===== config.mk =====
export PLATFORM = sky130hd
export DESIGN_NAME = abs_window_accumulator
export DESIGN_NICKNAME = d
export VERILOG_FILES = /design/src/rtl/abs_window_accumulator_pkg.sv /design/src/rtl/abs_window_accumulator_window_counter.sv /design/src/rtl/abs_window_accumulator.sv
export SDC_FILE = /design/constraint.sdc
export NUM_CORES = 1
export LEC_CHECK = 0
export CAP_MARGIN = 20
export CORE_UTILIZATION = 50
export DETAILED_ROUTE_END_ITERATION = 7
export PLACE_DENSITY = 0.73
export SETUP_SLACK_MARGIN = 0.5
export SYNTH_ARGS = -nofsm -noshare
export SYNTH_HDL_FRONTEND = slang
export SYNTH_SLANG_ARGS = --single-unit
export TNS_END_PERCENT = 5

===== constraint.sdc =====
create_clock -name clk_i -period 10.3 [get_ports clk_i]
set_clock_uncertainty 0.05 [all_clocks]
set_input_delay 1.03 -clock clk_i [delete_from_list [all_inputs] [get_ports clk_i]]
set_output_delay 1.03 -clock clk_i [all_outputs]
set_load 0.02 [all_outputs]

===== src/rtl/abs_window_accumulator_pkg.sv =====
// ----------------------------------------------------------------------------
// abs_window_accumulator_pkg
// Shared definitions for the magnitude window accumulator:
//   - GPIO config word field positions (log2 window length, enable)
//   - controller state encoding
//   - clamp helper for the requested log2 window length
// ----------------------------------------------------------------------------
package abs_window_accumulator_pkg;

   localparam int LOG2_LEN_LSB = 0;
   localparam int LOG2_LEN_W   = 5;
   localparam int ENABLE_BIT   = 31;

   typedef enum logic {
      ST_IDLE  = 1'b0,
      ST_ACCUM = 1'b1
   } state_t;

   // Requested lengths beyond what the accumulator is sized for fall back to
   // the largest supported window.
   function automatic logic [LOG2_LEN_W-1:0] clamp_log2(
      input logic [LOG2_LEN_W-1:0] req,
      input logic [LOG2_LEN_W-1:0] lim
   );
      return (req > lim) ? lim : req;
   endfunction

endpackage


===== src/rtl/abs_window_accumulator_window_counter.sv =====
// ----------------------------------------------------------------------------
// abs_window_accumulator_window_counter
// Loadable sample counter for one accumulation window.
//   clk_i   : system clock
//   rst_ni  : asynchronous active-low reset
//   load_i  : clear the count and latch len_i as the window's log2 length
//   len_i   : log2 window length (already clamped to max_log2)
//   inc_i   : a sample is accepted this cycle
//   last_o  : the sample accepted this cycle completes the window
//   len_o   : log2 length latched for the current window
// ----------------------------------------------------------------------------
module abs_window_accumulator_window_counter
   import abs_window_accumulator_pkg::*;
#(
   parameter int max_log2 = 16
) (
   input  logic                  clk_i,
   input  logic                  rst_ni,
   input  logic                  load_i,
   input  logic [LOG2_LEN_W-1:0] len_i,
   input  logic                  inc_i,
   output logic                  last_o,
   output logic [LOG2_LEN_W-1:0] len_o
);

   localparam logic [max_log2:0] ONE = (max_log2+1)'(1);

   logic [max_log2-1:0]   cnt_q;
   logic [LOG2_LEN_W-1:0] len_q;
   logic [max_log2:0]     last_idx;

   // Index of the final sample: 2^len - 1, one bit wider so len=max_log2 fits.
   assign last_idx = (ONE << len_q) - ONE;
   assign last_o   = inc_i && ({1'b0, cnt_q} == last_idx);
   assign len_o    = len_q;

   always_ff @(posedge clk_i or negedge rst_ni) begin
      if (!rst_ni) begin
         cnt_q <= '0;
         len_q <= '0;
      end else if (load_i) begin
         cnt_q <= '0;
         len_q <= len_i;
      end else if (inc_i) begin
         cnt_q <= cnt_q + max_log2'(1);
      end
   end

endmodule


===== src/rtl/abs_window_accumulator.sv =====
// ----------------------------------------------------------------------------
// abs_window_accumulator
// Integrates the unsigned magnitude stream over a power-of-two window of
// accepted samples and reports sum, floor mean and peak once per window.
//   clk_i   : system clock
//   rst_ni  : asynchronous active-low reset
//   gpio0_i : config word, [4:0] log2 window length, [31] enable
//   data_i  : unsigned magnitude sample
//   valid_i : data_i qualifier
//   sum_o   : sum of the last completed window
//   mean_o  : sum_o >> log2 length of that window
//   peak_o  : largest sample of that window
//   valid_o : one-cycle pulse when sum_o/mean_o/peak_o update
//   busy_o  : high while accumulating a window
// ----------------------------------------------------------------------------
module abs_window_accumulator
   import abs_window_accumulator_pkg::*;
#(
   parameter int data_width = 16,
   parameter int max_log2   = 16
) (
   input  logic                           clk_i,
   input  logic                           rst_ni,
   input  logic [31:0]                    gpio0_i,
   input  logic [data_width-1:0]          data_i,
   input  logic                           valid_i,
   output logic [data_width+max_log2-1:0] sum_o,
   output logic [data_width-1:0]          mean_o,
   output logic [data_width-1:0]          peak_o,
   output logic                           valid_o,
   output logic                           busy_o
);

   localparam int SUM_W = data_width + max_log2;
   localparam logic [LOG2_LEN_W-1:0] MAX_L = LOG2_LEN_W'(max_log2);

   function automatic logic [data_width-1:0] max_u(
      input logic [data_width-1:0] a,
      input logic [data_width-1:0] b
   );
      return (a > b) ? a : b;
   endfunction

   // Floor mean; the quotient of a full window always fits in data_width bits.
   function automatic logic [data_width-1:0] mean_of(
      input logic [SUM_W-1:0]      sum,
      input logic [LOG2_LEN_W-1:0] len
   );
      logic [SUM_W-1:0] shifted;
      shifted = sum >> len;
      return shifted[data_width-1:0];
   endfunction

   state_t                state_q;
   logic [SUM_W-1:0]      acc_q;
   logic [data_width-1:0] peak_q;

   logic                  enable;
   logic [LOG2_LEN_W-1:0] len_cfg;
   logic [LOG2_LEN_W-1:0] len_win;
   logic                  accept;
   logic                  last;
   logic                  cnt_load;
   logic [SUM_W-1:0]      acc_next;
   logic [data_width-1:0] peak_next;
   logic                  unused_gpio;

   assign enable      = gpio0_i[ENABLE_BIT];
   assign len_cfg     = clamp_log2(gpio0_i[LOG2_LEN_LSB +: LOG2_LEN_W], MAX_L);
   assign unused_gpio = ^gpio0_i[ENABLE_BIT-1:LOG2_LEN_LSB+LOG2_LEN_W];

   assign accept    = (state_q == ST_ACCUM) && valid_i;
   assign acc_next  = acc_q + SUM_W'(data_i);
   assign peak_next = max_u(peak_q, data_i);

   // The length is (re)latched every IDLE cycle, so the value present on the
   // IDLE->ACCUM edge sticks; a window end reloads it for a back-to-back window.
   assign cnt_load = (state_q == ST_IDLE) || last;

   abs_window_accumulator_window_counter #(
      .max_log2 (max_log2)
   ) u_window_counter (
      .clk_i  (clk_i),
      .rst_ni (rst_ni),
      .load_i (cnt_load),
      .len_i  (len_cfg),
      .inc_i  (accept),
      .last_o (last),
      .len_o  (len_win)
   );

   assign busy_o = (state_q == ST_ACCUM);

   // Accumulate stage -> registered window result
   always_ff @(posedge clk_i or negedge rst_ni) begin
      if (!rst_ni) begin
         state_q <= ST_IDLE;
         acc_q   <= '0;
         peak_q  <= '0;
         sum_o   <= '0;
         mean_o  <= '0;
         peak_o  <= '0;
         valid_o <= 1'b0;
      end else begin
         valid_o <= 1'b0;
         case (state_q)
            ST_IDLE: begin
               acc_q  <= '0;
               peak_q <= '0;
               if (enable) state_q <= ST_ACCUM;
            end
            ST_ACCUM: begin
               // A completing sample is emitted even if enable drops with it.
               if (last) begin
                  sum_o   <= acc_next;
                  mean_o  <= mean_of(acc_next, len_win);
                  peak_o  <= peak_next;
                  valid_o <= 1'b1;
                  acc_q   <= '0;
                  peak_q  <= '0;
                  if (!enable) state_q <= ST_IDLE;
               end else if (!enable) begin
                  acc_q   <= '0;
                  peak_q  <= '0;
                  state_q <= ST_IDLE;
               end else if (accept) begin
                  acc_q  <= acc_next;
                  peak_q <= peak_next;
               end
            end
            default: state_q <= ST_IDLE;
         endcase
      end
   end

endmodule


Yosys cells after proc, flatten, opt, wreduce, memory -nomap -nowiden
Index checks and enable logic that the tools add are counted.

storage, ports and cells
  register bits after elaboration = 135
  input port bits = 51
  output and inout bits = 66
  word-level logic and storage cells = 39

operators by class
  add/sub/neg operators = 3
  order comparisons = 2
  equality and inequality tests = 2
  shift operators = 2
  mux-type cells = 15
  bitwise gates (word level) = 1
  reduce and logical (&&, ||, !) cells = 5

operators with widths
  operator               number
  $mux 16                6
  $mux 32                3
  $pmux 32 s2            1
  $add 32x16->32         1
  $pmux 16 s2            1
  $shr 32x5->16          1
  $eq 16x17->1           1
  $shl 1x5->17 const A   1
  $sub 17x1->17 const B  1
  $add 16x1->16 const B  1
  $gt 16x16->1           1
  $gt 5x5->1 const B     1
  $mux 5                 1
  $ne 4x2->1 const B     1
  $mux 1                 3
  $logic_and 1x1->1      2
  $reduce_and 2->1       1
  $reduce_bool 2->1      1
  $logic_or 1x1->1       1
  $not 1->1              1

Longest topological paths before layout
  depth in word-level cells = 6
  depth in mapped cells = 19
  mapped depth without buffers = 14

Modules after synthesis
A second synthesis with hierarchy kept.

second synthesis, totals
  cell total of the unflattened synthesis = 1143
  area, all modules = 9799.4 sq um

by module, submodules not included
  module                                 times used  cells each  area an instance (sq um)  seq. area each (sq um)
  abs_window_accumulator                 1           976         8358.0                    2852.7
  abs_window_accumulator_window_counter  1           167         1441.4                    525.5

Worst setup path before layout
No wires, ideal clock.

  kind = flip-flop to flip-flop
  start point = register u_window_counter.len_q[2] (netlist: u_window_counter.len_o[2])
  end point = register mean_o[3]
  library setup time = 134 ps
  data arrival time = 3856 ps
  required time = 10116 ps
  slack = 6260 ps
  stages on the path, launching flop included = 17
  path buffers = 4
  clock period less this slack = 4040 ps
  cell sequence = dfrtp_1 -> buf_2 -> clkbuf_1 -> clkbuf_1 -> nor2_1 -> nand2_1 -> ha_1 -> buf_2 -> or3_1 -> o311ai_1 -> xor2_1 -> or4_4 -> a2111oi_4 -> o311a_1 -> nand3_1 -> a2111oi_2 -> a2bb2oi_1

on the way
  word-level cells in the longest chain between the ends = 5
  elaborated cells on any way between the ends = 6
  classes of those cells = add/sub (1); eq/ne (1); shift (2); reduce/logical (2)

RTL lines
  what                               line                                         source
  from (decl)                        abs_window_accumulator_window_counter.sv:29  logic [LOG2_LEN_W-1:0] len_q;
  from (signal assigned)             abs_window_accumulator_window_counter.sv:43  len_q <= len_i;
  $shl 1x5->17                       abs_window_accumulator_window_counter.sv:33  assign last_idx = (ONE << len_q) - ONE;
  $sub 17x1->17                      abs_window_accumulator_window_counter.sv:33
  $eq 16x17->1                       abs_window_accumulator_window_counter.sv:34  assign last_o = inc_i && ({1'b0, cnt_q} == last_idx);
  $logic_and 1x1->1                  abs_window_accumulator_window_counter.sv:34
  $reduce_and 2->1 (no source line)  -
  to (signal assigned)               abs_window_accumulator.sv:116                mean_o <= mean_of(acc_next, len_win);
  to (decl)                          abs_window_accumulator.sv:28                 output logic [data_width-1:0] mean_o,

Several ways; a longest one is shown, not always the timed one.
A chain may end at the register's enable or synchronous reset.

Final worst setup path
  start point = register u_window_counter.len_q[4] (netlist: u_window_counter.len_o[4])
  end point = register mean_o[2]

Same word-level chain as after synthesis.

==> results.cfg <==
[critical_path]
path_buf_inv = 2
max_stage_delay_ps = 880
cp_slowest_cell = nor2_1
crit_path_start_kind = flip-flop
worstSetupEndpointType = flip-flop
path_class = reg2reg
critPathMaxFanout = 58
critPathTopFamily = simple AND/OR/NAND/NOR gates
cpMostUsedCell = a31oi_1
critPathArrivalTime_ps = 5980
cp.required_ps = 10550
crit_path_cell_trace = nor2_1 -> nand2_1 -> ha_1 -> or3_1 -> o311ai_1 -> xor2_1 -> or4_4 -> a2111oi_4 -> buf_4 -> inv_2 -> a31oi_1 -> a31oi_1
r2r-start = u_window_counter.len_o[4]
crit_path_start = u_window_counter.len_o[4]

[worst_hold_path]
hold_start = sum_o[8]
min_path_type = reg2reg

[power_and_ir_drop]
swShare_pct = 31.69
pwr-share-comb_pct = 19.5
cellPowerDensity_mw_per_mm2 = 127.5
leakagePower_nw = 4.786
seq_power_share_pct = 37.3
ir_drop_v = 0.0001155
internal_power_w = 0.001003
p_sw_w = 0.0004652
p_clk_share_pct = 43.2

[floorplan]
dieArea_mm2 = 0.02048
fp.coreArea_mm2 = 0.01946
fp-row-count = 51
die_width_um = 143.1
start_util_pct = 51.16
die_y_um = 143.1
ios = 117

[synthesis]
syn_inst = 1222
ys_ff_latch = 135
yosysSeqAreaShare_pct = 33.93
synth_area_leader_cell = dfrtp_1
avgSynthCellArea_um2 = 8.148
synthesis.nets = 1308
yosysTopAreaCellShare_pct = 33.93
synth.distinct_cells = 87
synthTopCellsByArea = dfrtp_1 34%, nand2_1 6.5%, o21ai_0 5.3%, ha_1 4.3%, nor2_1 3.8%
ys_warn_count = 0
synthArstFlopShare_pct = 100.0
synth_top_flop_cell = dfrtp_1
netlist_area_mm2 = 0.009957
synth_edf_count = 0

[outcome]
status = completed

[layout]
multi_input_area_mm2 = 0.006088
final_nets = 1344
layout_common_cells = 172 x nand2_1, 135 x dfrtp_1, 105 x o21ai_0
final_common_cell = nand2_1
diodes = 0
area_growth_pct = 15.62
regArea_mm2 = 0.003378
layout-drive-gt1-share_pct = 6.294
fillers = 1737

[timing]
hold_slack_ps = 412.4
finalWorstSetupSlack_ps = 4561
setup_viol = 0
timing_hold_violations_final = 0
grt_setup_unrepaired = false
fin_crit_ps = 5739
tightest_slew_ps = 1222
maxSlewHeadroom_pct = 17.35
maxSlewViolCount = 0
period_share_pct = 55.72
fin_tns_setup_ps = 0
fmax_mhz = 174.2

[clock_tree]
htree_levels = 4
cts_tree = built
clkSlewWorstSetupHoldPaths_ps = 70
cts.repair.resized = 0
post-cts-setup-buffers = 0
clock-sinks = 135
cts_made_buffers = 17
clock_tree.buffer_depth = 2
insertion_delay_ps = 430
hold_buffers = 0
cts-root-buf = clkbuf_16

[placed_design]
post-place-ws_ps = 4694
hpwl_mm = 21.75
io_buffers = 90
place_congestion = 0.9580

[routing]
drcViolationCount = 0
wl_per_cell_um = 20.08
drt_wl_total_mm = 30.85
drtPass1Iterations = 6
num_vias = 9839
drtIter0Drc = 977
ant_nets = 0
vias_per_cell = 6.406

[global_routing]
grt_pass1_wl_mm = 49.56
grtUsageTotal_pct = 31.13
grt_max_degree = 75
grt_pass1_vias = 9212
grt.overflow.total = 0
antenna_found_initial = 0

[flow_run]
max_cap_viol_count = 0
## path summary, 6_finish.rpt
| kind | endpoint | slack, ps | cells past startpoint |
|---|---|---|---|
| max | mean_o[2] | 4560 | 12 |
| min | sum_o[8] | 410 | 2 |
| max reg2reg | mean_o[2] | 4560 | 12 |
| min reg2reg | sum_o[8] | 410 | 2 |
| max in group asynchronous | mean_o[14] | 8340 | 2 |
| min in group asynchronous | peak_q[10] | 510 | 1 |
## cells in the mapped netlist, types with 15 or more instances
master / count
o211ai_1: 15
xnor2_1: 29
nand3_1: 51
ha_1: 34
nor2_1: 100
a211oi_1: 18
buf_2: 24
xor2_1: 17
a31oi_1: 15
a21oi_1: 73
a22o_1: 23
clkbuf_1: 49
nor3_1: 28
o21ai_0: 105
nand2_1: 172
nand4_1: 16
mux2i_1: 30
dfrtp_1: 135
inv_1: 32
## routing by layer
layer	track usage, %	wire [um]	share of wire [%]
met5	0	0	0
met1	43.57	13490	44
met2	46.83	13660	44
met3	5.265	2543	8.2
met4	14.20	1147	3.7
## layout make-up
| type | count | area share [%] |
|---|---|---|
| multi-input combinational | 969 | 52.89 |
| sequential | 135 | 29.34 |
| timing repair buffer | 102 | 8.597 |
| clock buffer | 18 | 3.815 |
| tap | 265 | 2.880 |
| clock inverter | 14 | 1.402 |
| inverter | 33 | 1.076 |
## flip-flops by register name (all words and copies together), names as in the netlist
register / cells
sum_o: 32
peak_o: 16
mean_o: 16
u_window_counter.cnt_q: 16
valid_o: 1
u_window_counter.len_o: 5
busy_o: 1
peak_q: 16
acc_q: 32
## power groups by stage
stage	combinational [W]	clock [W]	sequential [W]
global placement	0.000273	0	0.000556
CTS	0.000278	0.000643	0.000547
floorplan	0.000192	0	0.000553
finish	0.000286	0.000635	0.000548
detailed placement	0.000276	0	0.000557
global route	0.000308	0.000662	0.000548
## tightest hold or removal path, cell delays in order (launching register included)
cell     delay [ps]
dfrtp_1         340
nand2_1          50
nand2_1          50
## logic make-up (layout without fill, tap and decap cells)
group                      count (synthesis)  in the layout  synth area share, %
and+or+nand+nor                          459            459                21.46
AOI/OAI and AO/OA                        389            389                26.53
DFF                                      135            135                33.93
buffers and inverters                    118            167                4.964
xor gates and xnor gates                  46             46                4.046
muxes                                     40             40                4.599
adders and majority gates                 35             35                4.474
## stage by stage
step / total power, W / util (%) / std cells / cell area (um^2)
6_report: 0.001468 / 59.15 / 1536 / 11510
5_1_grt: 0.001519 / 59.15 / 1536 / 11510
3_5_place_dp: 0.0008325 / 56.04 / 1503 / 10910
2_1_floorplan: 0.0007446 / - / 1222 / 9957
3_3_place_gp: 0.0008297 / 56.04 / 1503 / 10910
4_1_cts: 0.001468 / 59.13 / 1535 / 11510
(Power assumes the default switching activity.)
